File: config.mk
export PLATFORM = sky130hd
export DESIGN_NAME = usb_rx
export DESIGN_NICKNAME = d
export VERILOG_FILES = /design/src/rtl/usb_rx.sv
export SDC_FILE = /design/constraint.sdc
export NUM_CORES = 1
export LEC_CHECK = 0
export BUFFER_PORTS_ARGS = -buffer_cell sky130_fd_sc_hd__buf_2
export CAP_MARGIN = 20
export CORE_AREA = 2 2 81 83
export CTS_CLUSTER_SIZE = 8
export DETAILED_ROUTE_END_ITERATION = 6
export DIE_AREA = 0 0 83 85
export GPL_TIMING_DRIVEN = 0
export PLACE_DENSITY = 0.67
export SLEW_MARGIN = 20
export SYNTH_ARGS = -nofsm -noshare
export SYNTH_HDL_FRONTEND = slang
export SYNTH_SLANG_ARGS = --single-unit
File: constraint.sdc
create_clock -name clk -period 5.29 [get_ports clk]
set_input_delay 0 -clock clk [delete_from_list [all_inputs] [get_ports clk]]
set_output_delay 0 -clock clk [all_outputs]
set_load 0.1 [all_outputs]
File: src/rtl/usb_rx.sv
`default_nettype none
// ============================================================================
// Module   : usb_rx
// Purpose  : Full-speed style USB packet receiver. Synchronizes D+/D-,
//            NRZI-decodes one bit per clock, removes bit stuffing, checks
//            SYNC/PID/EOP framing and streams DATA payload bytes (minus the
//            trailing CRC16) into the endpoint packet buffer.
// Revision : 1.0 - initial release
// ============================================================================
module usb_rx (
  input  logic       clk,
  input  logic       n_rst,
  input  logic       dplus_in,
  input  logic       dminus_in,
  input  logic [6:0] buffer_occupancy,
  output logic [7:0] rx_packet_data,
  output logic       store_rx_packet_data,
  output logic       flush,
  output logic       rx_error,
  output logic       rx_transfer_active,
  output logic       rx_data_ready,
  output logic [3:0] rx_packet
);

  typedef enum logic [2:0] {
    ST_IDLE    = 3'd0,
    ST_SYNC    = 3'd1,
    ST_PID     = 3'd2,
    ST_PAYLOAD = 3'd3,
    ST_EOP     = 3'd4,
    ST_DONE    = 3'd5,
    ST_ERR     = 3'd6
  } state_t;

  state_t     state_q, state_d;
  logic [1:0] dp_sync_q, dp_sync_d, dm_sync_q, dm_sync_d;
  logic       ref_j_q, ref_j_d;         // last J/K level seen (1 = J)
  logic [2:0] ones_q, ones_d;           // run of consecutive decoded 1s
  logic [2:0] bit_cnt_q, bit_cnt_d;     // bit position inside current byte
  logic [6:0] shift_q, shift_d;         // first seven bits of current byte
  logic [1:0] byte_cnt_q, byte_cnt_d;   // payload bytes, saturates at 3
  logic [3:0] pid_q, pid_d;             // PID of the packet in progress
  logic [7:0] hold0_q, hold0_d;         // older held-back DATA byte
  logic [7:0] hold1_q, hold1_d;         // newer held-back DATA byte
  logic       se0_seen_q, se0_seen_d;   // ERR recovery: SE0 already observed
  logic [7:0] data_q, data_d;
  logic       store_q, store_d;
  logic       flush_q, flush_d;
  logic       error_q, error_d;
  logic       active_q, active_d;
  logic       ready_q, ready_d;
  logic [3:0] packet_q, packet_d;

  logic       line_j, line_k, line_se0;
  logic       nrzi_bit, stuff_slot, pid_valid;
  logic       is_token, is_data;
  logic       go_err, go_err_se0;
  logic [7:0] new_byte;

  // Both-high is folded into SE0 since it is neither J nor K.
  assign line_j     = dp_sync_q[1] & ~dm_sync_q[1];
  assign line_k     = ~dp_sync_q[1] & dm_sync_q[1];
  assign line_se0   = ~(line_j | line_k);
  assign nrzi_bit   = (line_j == ref_j_q);
  assign stuff_slot = (ones_q == 3'd6);
  assign new_byte   = {nrzi_bit, shift_q};
  assign is_token   = (pid_q[1:0] == 2'b01);
  assign is_data    = (pid_q[1:0] == 2'b11);

  // PID byte is legal when the code is known and the high nibble is its complement.
  always_comb begin
    case (new_byte[3:0])
      4'b0001, 4'b1001, 4'b0011, 4'b1011, 4'b0010, 4'b1010, 4'b1110:
        pid_valid = (new_byte[7:4] == ~new_byte[3:0]);
      default:
        pid_valid = 1'b0;
    endcase
  end

  // Next-state logic for the synchronizer, decoder and packet FSM.
  always_comb begin
    state_d    = state_q;
    dp_sync_d  = {dp_sync_q[0], dplus_in};
    dm_sync_d  = {dm_sync_q[0], dminus_in};
    ref_j_d    = ref_j_q;
    ones_d     = ones_q;
    bit_cnt_d  = bit_cnt_q;
    shift_d    = shift_q;
    byte_cnt_d = byte_cnt_q;
    pid_d      = pid_q;
    hold0_d    = hold0_q;
    hold1_d    = hold1_q;
    se0_seen_d = se0_seen_q;
    data_d     = data_q;
    store_d    = 1'b0;
    flush_d    = 1'b0;
    error_d    = error_q;
    active_d   = active_q;
    ready_d    = 1'b0;
    packet_d   = packet_q;
    go_err     = 1'b0;
    go_err_se0 = 1'b0;

    if (line_j || line_k) ref_j_d = line_j;

    case (state_q)
      ST_IDLE: begin
        // The first K is itself the first SYNC bit (a 0).
        if (line_k) begin
          state_d   = ST_SYNC;
          active_d  = 1'b1;
          error_d   = 1'b0;
          bit_cnt_d = 3'd1;
          ones_d    = 3'd0;
        end
      end
      ST_SYNC, ST_PID, ST_PAYLOAD: begin
        if (line_se0) begin
          go_err_se0 = 1'b1;
          if (state_q != ST_PAYLOAD) go_err = 1'b1;
          else if ((bit_cnt_q != 3'd0) ||
                   (is_token && (byte_cnt_q != 2'd2)) ||
                   (is_data && (byte_cnt_q < 2'd2))) go_err = 1'b1;
          else state_d = ST_EOP;
        end else if (stuff_slot) begin
          if (nrzi_bit) go_err = 1'b1;
          else          ones_d = 3'd0;
        end else begin
          ones_d    = nrzi_bit ? ones_q + 3'd1 : 3'd0;
          bit_cnt_d = bit_cnt_q + 3'd1;
          shift_d   = new_byte[7:1];
          if (state_q == ST_SYNC) begin
            if (nrzi_bit != (bit_cnt_q == 3'd7)) go_err  = 1'b1;
            else if (bit_cnt_q == 3'd7)          state_d = ST_PID;
          end else if (bit_cnt_q == 3'd7) begin
            if (state_q == ST_PID) begin
              if (pid_valid) begin
                pid_d      = new_byte[3:0];
                byte_cnt_d = 2'd0;
                state_d    = ST_PAYLOAD;
                if ((new_byte[1:0] == 2'b11) && (buffer_occupancy != 7'd0)) flush_d = 1'b1;
              end else begin
                go_err = 1'b1;
              end
            end else begin
              byte_cnt_d = (byte_cnt_q == 2'd3) ? 2'd3 : byte_cnt_q + 2'd1;
              // DATA bytes trail two behind so the CRC16 never reaches the buffer.
              if (is_data) begin
                if (byte_cnt_q >= 2'd2) begin
                  if (buffer_occupancy == 7'd64) go_err = 1'b1;
                  else begin
                    store_d = 1'b1;
                    data_d  = hold0_q;
                  end
                end
                hold0_d = hold1_q;
                hold1_d = new_byte;
              end
            end
          end
        end
      end
      ST_EOP: begin
        if (line_j) begin
          state_d  = ST_DONE;
          ready_d  = 1'b1;
          packet_d = pid_q;
          active_d = 1'b0;
        end else if (line_k) begin
          go_err = 1'b1;
        end
      end
      ST_DONE: state_d = ST_IDLE;
      ST_ERR: begin
        // Ignore everything until an SE0 followed by J.
        if (line_se0) se0_seen_d = 1'b1;
        else if (line_j && se0_seen_q) begin
          state_d    = ST_IDLE;
          active_d   = 1'b0;
          se0_seen_d = 1'b0;
        end else if (line_k) se0_seen_d = 1'b0;
      end
      default: state_d = ST_IDLE;
    endcase

    if (go_err) begin
      state_d    = ST_ERR;
      error_d    = 1'b1;
      se0_seen_d = go_err_se0;
    end
  end

  // State and output registers with synchronous reset; line idles at J.
  always_ff @(posedge clk) begin
    if (n_rst) begin
      state_q    <= ST_IDLE;
      dp_sync_q  <= 2'b11;
      dm_sync_q  <= 2'b00;
      ref_j_q    <= 1'b1;
      ones_q     <= 3'd0;
      bit_cnt_q  <= 3'd0;
      shift_q    <= 7'd0;
      byte_cnt_q <= 2'd0;
      pid_q      <= 4'd0;
      hold0_q    <= 8'd0;
      hold1_q    <= 8'd0;
      se0_seen_q <= 1'b0;
      data_q     <= 8'd0;
      store_q    <= 1'b0;
      flush_q    <= 1'b0;
      error_q    <= 1'b0;
      active_q   <= 1'b0;
      ready_q    <= 1'b0;
      packet_q   <= 4'd0;
    end else begin
      state_q    <= state_d;
      dp_sync_q  <= dp_sync_d;
      dm_sync_q  <= dm_sync_d;
      ref_j_q    <= ref_j_d;
      ones_q     <= ones_d;
      bit_cnt_q  <= bit_cnt_d;
      shift_q    <= shift_d;
      byte_cnt_q <= byte_cnt_d;
      pid_q      <= pid_d;
      hold0_q    <= hold0_d;
      hold1_q    <= hold1_d;
      se0_seen_q <= se0_seen_d;
      data_q     <= data_d;
      store_q    <= store_d;
      flush_q    <= flush_d;
      error_q    <= error_d;
      active_q   <= active_d;
      ready_q    <= ready_d;
      packet_q   <= packet_d;
    end
  end

  assign rx_packet_data       = data_q;
  assign store_rx_packet_data = store_q;
  assign flush                = flush_q;
  assign rx_error             = error_q;
  assign rx_transfer_active   = active_q;
  assign rx_data_ready        = ready_q;
  assign rx_packet            = packet_q;

endmodule
`default_nettype wire

# Word level (Yosys, flattened, before mapping)
# Index checks and enable logic that the tools add are counted.
# W data, S select, Z words.
[word_totals] regBits=61 in_bits=11 wordCells=191
[classes] n_addsub=3 n_lt_le_gt_ge=2 n_eq_ne=53 n_mux=62 n_bitwise=17 n_reduce_logical=34
[ops] op="$mux W3" count=22
[ops] op="$mux W1" count=32
[ops] op="$ne A4 B4 Y1 const B" count=8
[ops] op="$ne A5 B5 Y1 const B" count=5
[ops] op="$ne A3 B3 Y1 const B" count=8
[ops] op="$reduce_and A12 Y1" count=2
[ops] op="$eq A4 B4 Y1 const B" count=4
[ops] op="$ne A2 B2 Y1 const B" count=8
[ops] op="$reduce_and A7 Y1" count=2
[ops] op="$not A1 Y1" count=13
[ops] op="$eq A3 B3 Y1 const B" count=4
[ops] op="$pmux W3 S2" count=2
[ops] op="$pmux W3 S4" count=1
[ops] op="$reduce_and A9 Y1" count=1
[ops] op="$reduce_or A9 Y1" count=1
[ops] op="$eq A4 B2 Y1 const B" count=2
[ops] op="$reduce_and A4 Y1" count=2
[ops] op="$reduce_bool A2 Y1" count=4
[ops] op="$reduce_or A8 Y1" count=1
[ops] op="$eq A7 B7 Y1 const B" count=1
[ops] op="$reduce_bool A7 Y1" count=1
[ops] op="$reduce_or A7 Y1" count=1
[ops] op="$add A3 B1 Y3 const B" count=2
[ops] op="$eq A2 B2 Y1 const B" count=3
[ops] op="other kinds (28)" count=41

# Longest topological paths before layout
[logic_depth] depth_word=14 depth_mapped=11

# Least setup slack after synthesis
# No wires, ideal clock.
[synth_timing] path_type="flip-flop to flip-flop" from="register dm_sync_q[1]" to="register state_q[1]" arrival_ns=2.227 required_ns=5.155 path_slack_ns=2.928 stages_incl_launch_ff=12 path_cell_list="dfxtp_1 > inv_1 > ha_1 > xnor2_4 > inv_1 > ha_1 > nor2_1 > nor2_1 > a32oi_1 > nor4b_2 > mux2i_1 > a211oi_1"
[synth_via] elab_chain_cells=14
[synth_lines] element="from (decl)" line_no="36" source="logic [1:0] dp_sync_q, dp_sync_d, dm_sync_q, dm_sync_d;"
[synth_lines] element="from (signal assigned)" line_no="218" source="dm_sync_q <= dm_sync_d;"
[synth_lines] element="$not A1 Y1 *" line_no="61" source="assign line_j = dp_sync_q[1] & ~dm_sync_q[1];"
[synth_lines] element="$and A1 B1 Y1 *" line_no="61"
[synth_lines] element="net line_j" line_no="54" source="logic line_j, line_k, line_se0;"
[synth_lines] element="$eq A1 B1 Y1" line_no="64" source="assign nrzi_bit = (line_j == ref_j_q);"
[synth_lines] element="$eq A4 B4 Y1" line_no="74" source="pid_valid = (new_byte[7:4] == ~new_byte[3:0]);"
[synth_lines] element="$mux W1" line_no="72" source="case (new_byte[3:0])"
[synth_lines] element="$mux W1" line_no="137" source="if (pid_valid) begin"
[synth_lines] element="$mux W1" line_no="136" source="if (state_q == ST_PID) begin"
[synth_lines] element="$mux W1" line_no="135" source="end else if (bit_cnt_q == 3'd7) begin"
[synth_lines] element="$mux W1" line_no="132" source="if (state_q == ST_SYNC) begin"
[synth_lines] element="$mux W1" line_no="125" source="end else if (stuff_slot) begin"
[synth_lines] element="$mux W1" line_no="118" source="if (line_se0) begin"
[synth_lines] element="$pmux W1 S2" line_no="106" source="case (state_q)"
[synth_lines] element="$ne A5 B5 Y1 (no line), or another cell as far along"
[synth_lines] element="$reduce_and A12 Y1 (no line)"
[synth_lines] element="to (signal assigned)" line_no="216" source="state_q <= state_d;"
[synth_lines] element="to (decl)" line_no="35" source="state_t state_q, state_d;"
# Mark *: on every way through the listed nets, which the timed path passes. The rest lies on a longest branch.
# A chain may end at the register's enable or synchronous reset.

# Worst setup path after layout
# Ends and elaborated chain as after synthesis.

==> flow_metrics.env <==
export IMPL_rows=29
export IMPL_drive_above_1_share=0.172
export IMPL_synth_ff_type="dfxtp_1"
export IMPL_period_share=0.526
export IMPL_post_cts_buffers=0
export IMPL_synth_common_cells="dfxtp_1, nor2_1, nand2_1"
export IMPL_nFillCells=551
export IMPL_synth_seq_cells=61
export IMPL_r2r_start="dm_sync_q[1]"
export IMPL_cts_tree="done"
export IMPL_syn_avg_cell_area_um2=9.02
export IMPL_area_growth_pct=16.0
export IMPL_clk_latency_ns=0.34
export IMPL_fp_dieH_um=85
export IMPL_final_core_util=0.558
export IMPL_outcome="finished clean"
export IMPL_grt_pass1_wl_um=11600
export IMPL_antenna_found_initial=0
export IMPL_tns_ns=0
export IMPL_fin_crit_ns=2.79
export IMPL_coreArea_um2=6200
export IMPL_die_w_um=83
export IMPL_fmax_ghz=0.359
export IMPL_multi_input_area_um2=1630
export IMPL_synth_edff_count=0
export IMPL_antenna_cells=0
export IMPL_clock_tree_root_cell="clkbuf_8"
export IMPL_worstPathArrival_ns=2.99
export IMPL_synthArstFlopShare=0
export IMPL_vdd_drop_max_uv=177
export IMPL_crit_family="adder cells"
export IMPL_slew_violations=0
export IMPL_place_area_um2=3220
export IMPL_synth_area_top_cells="dfxtp_1, mux2i_1, nor2_1"
export IMPL_yosysMostFrequentCell="dfxtp_1"
export IMPL_nNetsFinal=392
export IMPL_max_cap_viol_count=0
export IMPL_clk_pin_slew_ns=0.07
export IMPL_routed_via_density=5.49
export IMPL_hp_class="in2reg"
export IMPL_grt_max_degree=12
export IMPL_portBuffers=27
export IMPL_syn_area_um2=2980
export IMPL_netSwitchingFraction=0.312
export IMPL_totalWireLength_um=6800
export IMPL_slowest_stage="xnor2_4"
export IMPL_synthesis_nets=351
export IMPL_design_area_um2=3460
export IMPL_yosysWarnings=0
export IMPL_gr_total_overflow=0
export IMPL_rsz0062_at_grt="false"
export IMPL_clock_skew_ns=0.00809
export IMPL_cts_htree_levels=3
export IMPL_setup_viol=0
export IMPL_startpoint_type="register"
export IMPL_synth_seq_area_share=0.409
export IMPL_dp_hpwl_um=4730
export IMPL_vias=2491
export IMPL_drt_iter0_drc=157
export IMPL_slowest_delay_ns=0.41
export IMPL_cts_resized=0
export IMPL_worst_pin_slew_ns=0.672
export IMPL_cts_sinks=61
export IMPL_cp_cell_sequence="inv_1, ha_1, xnor2_4, inv_1, ha_1, nor2_1, nor2_1, a32oi_1, nor4b_2, mux2i_1, a211oi_1"
export IMPL_wl_per_cell_um=15.0
export IMPL_power_internal_uw=830
export IMPL_switchingPower_uw=376
export IMPL_cp_end_kind="register"
export IMPL_initial_core_util=0.481
export IMPL_dieArea_um2=7060
export IMPL_drc_errors=0
export IMPL_cts_max_path_buffers=2
export IMPL_synth_cell_type_count=55
export IMPL_required_ns=5.50
export IMPL_layout_area_seq_um2=1220
export IMPL_critPathBufInv=2
export IMPL_io_pins=28
export IMPL_powerDensity_nw_per_um2=349
export IMPL_power_leakage_nw=1.32
export IMPL_slew_headroom=0.550
export IMPL_netlist_area_leader_share=0.409
export IMPL_cts_buffers=9
export IMPL_synth_top_area_cell="dfxtp_1"
export IMPL_ant_nets=0
export IMPL_min_from="n_rst"
export IMPL_critPathMaxFanout=7
export IMPL_p_comb_frac=0.218
export IMPL_firstDrtPassIters=4
export IMPL_grt_pass1_vias=2369
export IMPL_critPathKind="reg2reg"
export IMPL_final_hold_violation_count=0
export IMPL_place_gp_congestion=0.897
export IMPL_synthCells=331
export IMPL_pwr_share_clk=0.377
export IMPL_pwr_share_seq=0.405
export IMPL_startpoint="dm_sync_q[1]"
export IMPL_grt_total_usage=0.204
power by group through the flow:
| stage | sequential, mW | combinational [mW] | clock [mW] |
|---|---|---|---|
| after floorplan | 0.524 | 0.174 | 0 |
| after global placement | 0.498 | 0.256 | 0 |
| after detailed placement | 0.499 | 0.257 | 0 |
| after CTS | 0.488 | 0.261 | 0.461 |
| after global routing | 0.491 | 0.287 | 0.481 |
| final | 0.488 | 0.263 | 0.455 |
layout by cell type, fill, tap and decap left out, drive strengths merged, types with 4 or more instances in the layout:
| master | instances |
|---|---|
| o21ai | 9 |
| nor3 | 7 |
| nand3 | 7 |
| nor3b | 4 |
| nor2 | 50 |
| nand2 | 35 |
| nand2b | 4 |
| mux2i | 35 |
| buf | 35 |
| or2 | 4 |
| dfxtp | 61 |
| and3 | 4 |
| nor4 | 6 |
| a211oi | 6 |
| clkinv | 4 |
| nor2b | 5 |
| o211ai | 5 |
| a21oi | 19 |
| clkbuf | 21 |
| ha | 9 |
| inv | 10 |
layer usage:
layer,wire (um),vias to the layer above,part of all wire,GRT usage
met2,3340,49,0.49,0.353
met1,3090,1189,0.45,0.254
met3,247,11,0.036,0.0350
met5,0,-,0,0
met4,121,0,0.018,0.0849
li1,-,1242,-,-
path summary, 6_finish.rpt:
check | slack [ns] | cells after the start | endpoint
setup / recovery | 2.50 | 11 | state_q[1]
hold / removal | 0.02 | 3 | ref_j_q
setup reg to reg | 2.50 | 11 | state_q[1]
hold reg to reg | 0.41 | 1 | dp_sync_q[1]
metrics by stage:
stage / hold slack [ns] / power, mW / setup slack, ns / instances
after global placement: 0.182 / 0.754 / 2.55 / 435
after CTS: 0.0136 / 1.21 / 2.52 / 454
final: 0.0165 / 1.21 / 2.50 / 454
after global routing: 0.0481 / 1.26 / 2.31 / 454
after detailed placement: 0.185 / 0.756 / 2.53 / 435
after floorplan: 0.104 / 0.697 / 2.93 / 331
sequential cells by signal, indices dropped and copies added (netlist names):
| signal | cells |
|---|---|
| dm_sync_q | 2 |
| ref_j_q | 1 |
| pid_q | 4 |
| rx_packet_data | 8 |
| shift_q | 7 |
| rx_data_ready | 1 |
| dp_sync_q | 2 |
| hold1_q | 8 |
| ones_q | 3 |
| rx_packet | 4 |
| flush | 1 |
| hold0_q | 8 |
| bit_cnt_q | 3 |
| state_q | 3 |
| rx_transfer_active | 1 |
| rx_error | 1 |
| store_rx_packet_data | 1 |
| se0_seen_q | 1 |
| byte_cnt_q | 2 |
cell families (layout without fill, tap and decap cells):
group                    count (synthesis)  in the layout  synth area share
buffers and inverters                   29             75            0.0457
AO/OA/AOI/OAI                           53             53             0.124
XOR/XNOR                                 2              2            0.0122
AND/OR/NAND/NOR                        142            142             0.253
adder cells (fa/ha/maj)                  9              9            0.0377
multiplexers                            35             35             0.119
flip-flops                              61             61             0.409
repair_timing:
item,CTS,global route
hold buffers,3,0
hold endpoints to repair,3,0
endpoints found under the setup margin,0,0
worst reg2reg max path, delay by kind of cell (launching register included):
kind | cells | cell delay, ns
muxes | 1 | 0.22
adders and majority gates | 2 | 0.66
and+or+nand+nor | 3 | 0.50
xor gates and xnor gates | 1 | 0.41
DFF | 1 | 0.35
AOI/OAI and AO/OA | 2 | 0.32
buffers and inverters | 2 | 0.18
final cells by class:
| type | instances | area share |
|---|---|---|
| multi-input combinational | 241 | 0.470 |
| clock buffer | 10 | 0.0369 |
| buffer | 19 | 0.0286 |
| inverter | 10 | 0.0108 |
| clock inverter | 6 | 0.0253 |
| tap | 77 | 0.0278 |
| timing repair buffer | 30 | 0.0477 |
| sequential | 61 | 0.353 |
(Power assumes the default switching activity.)
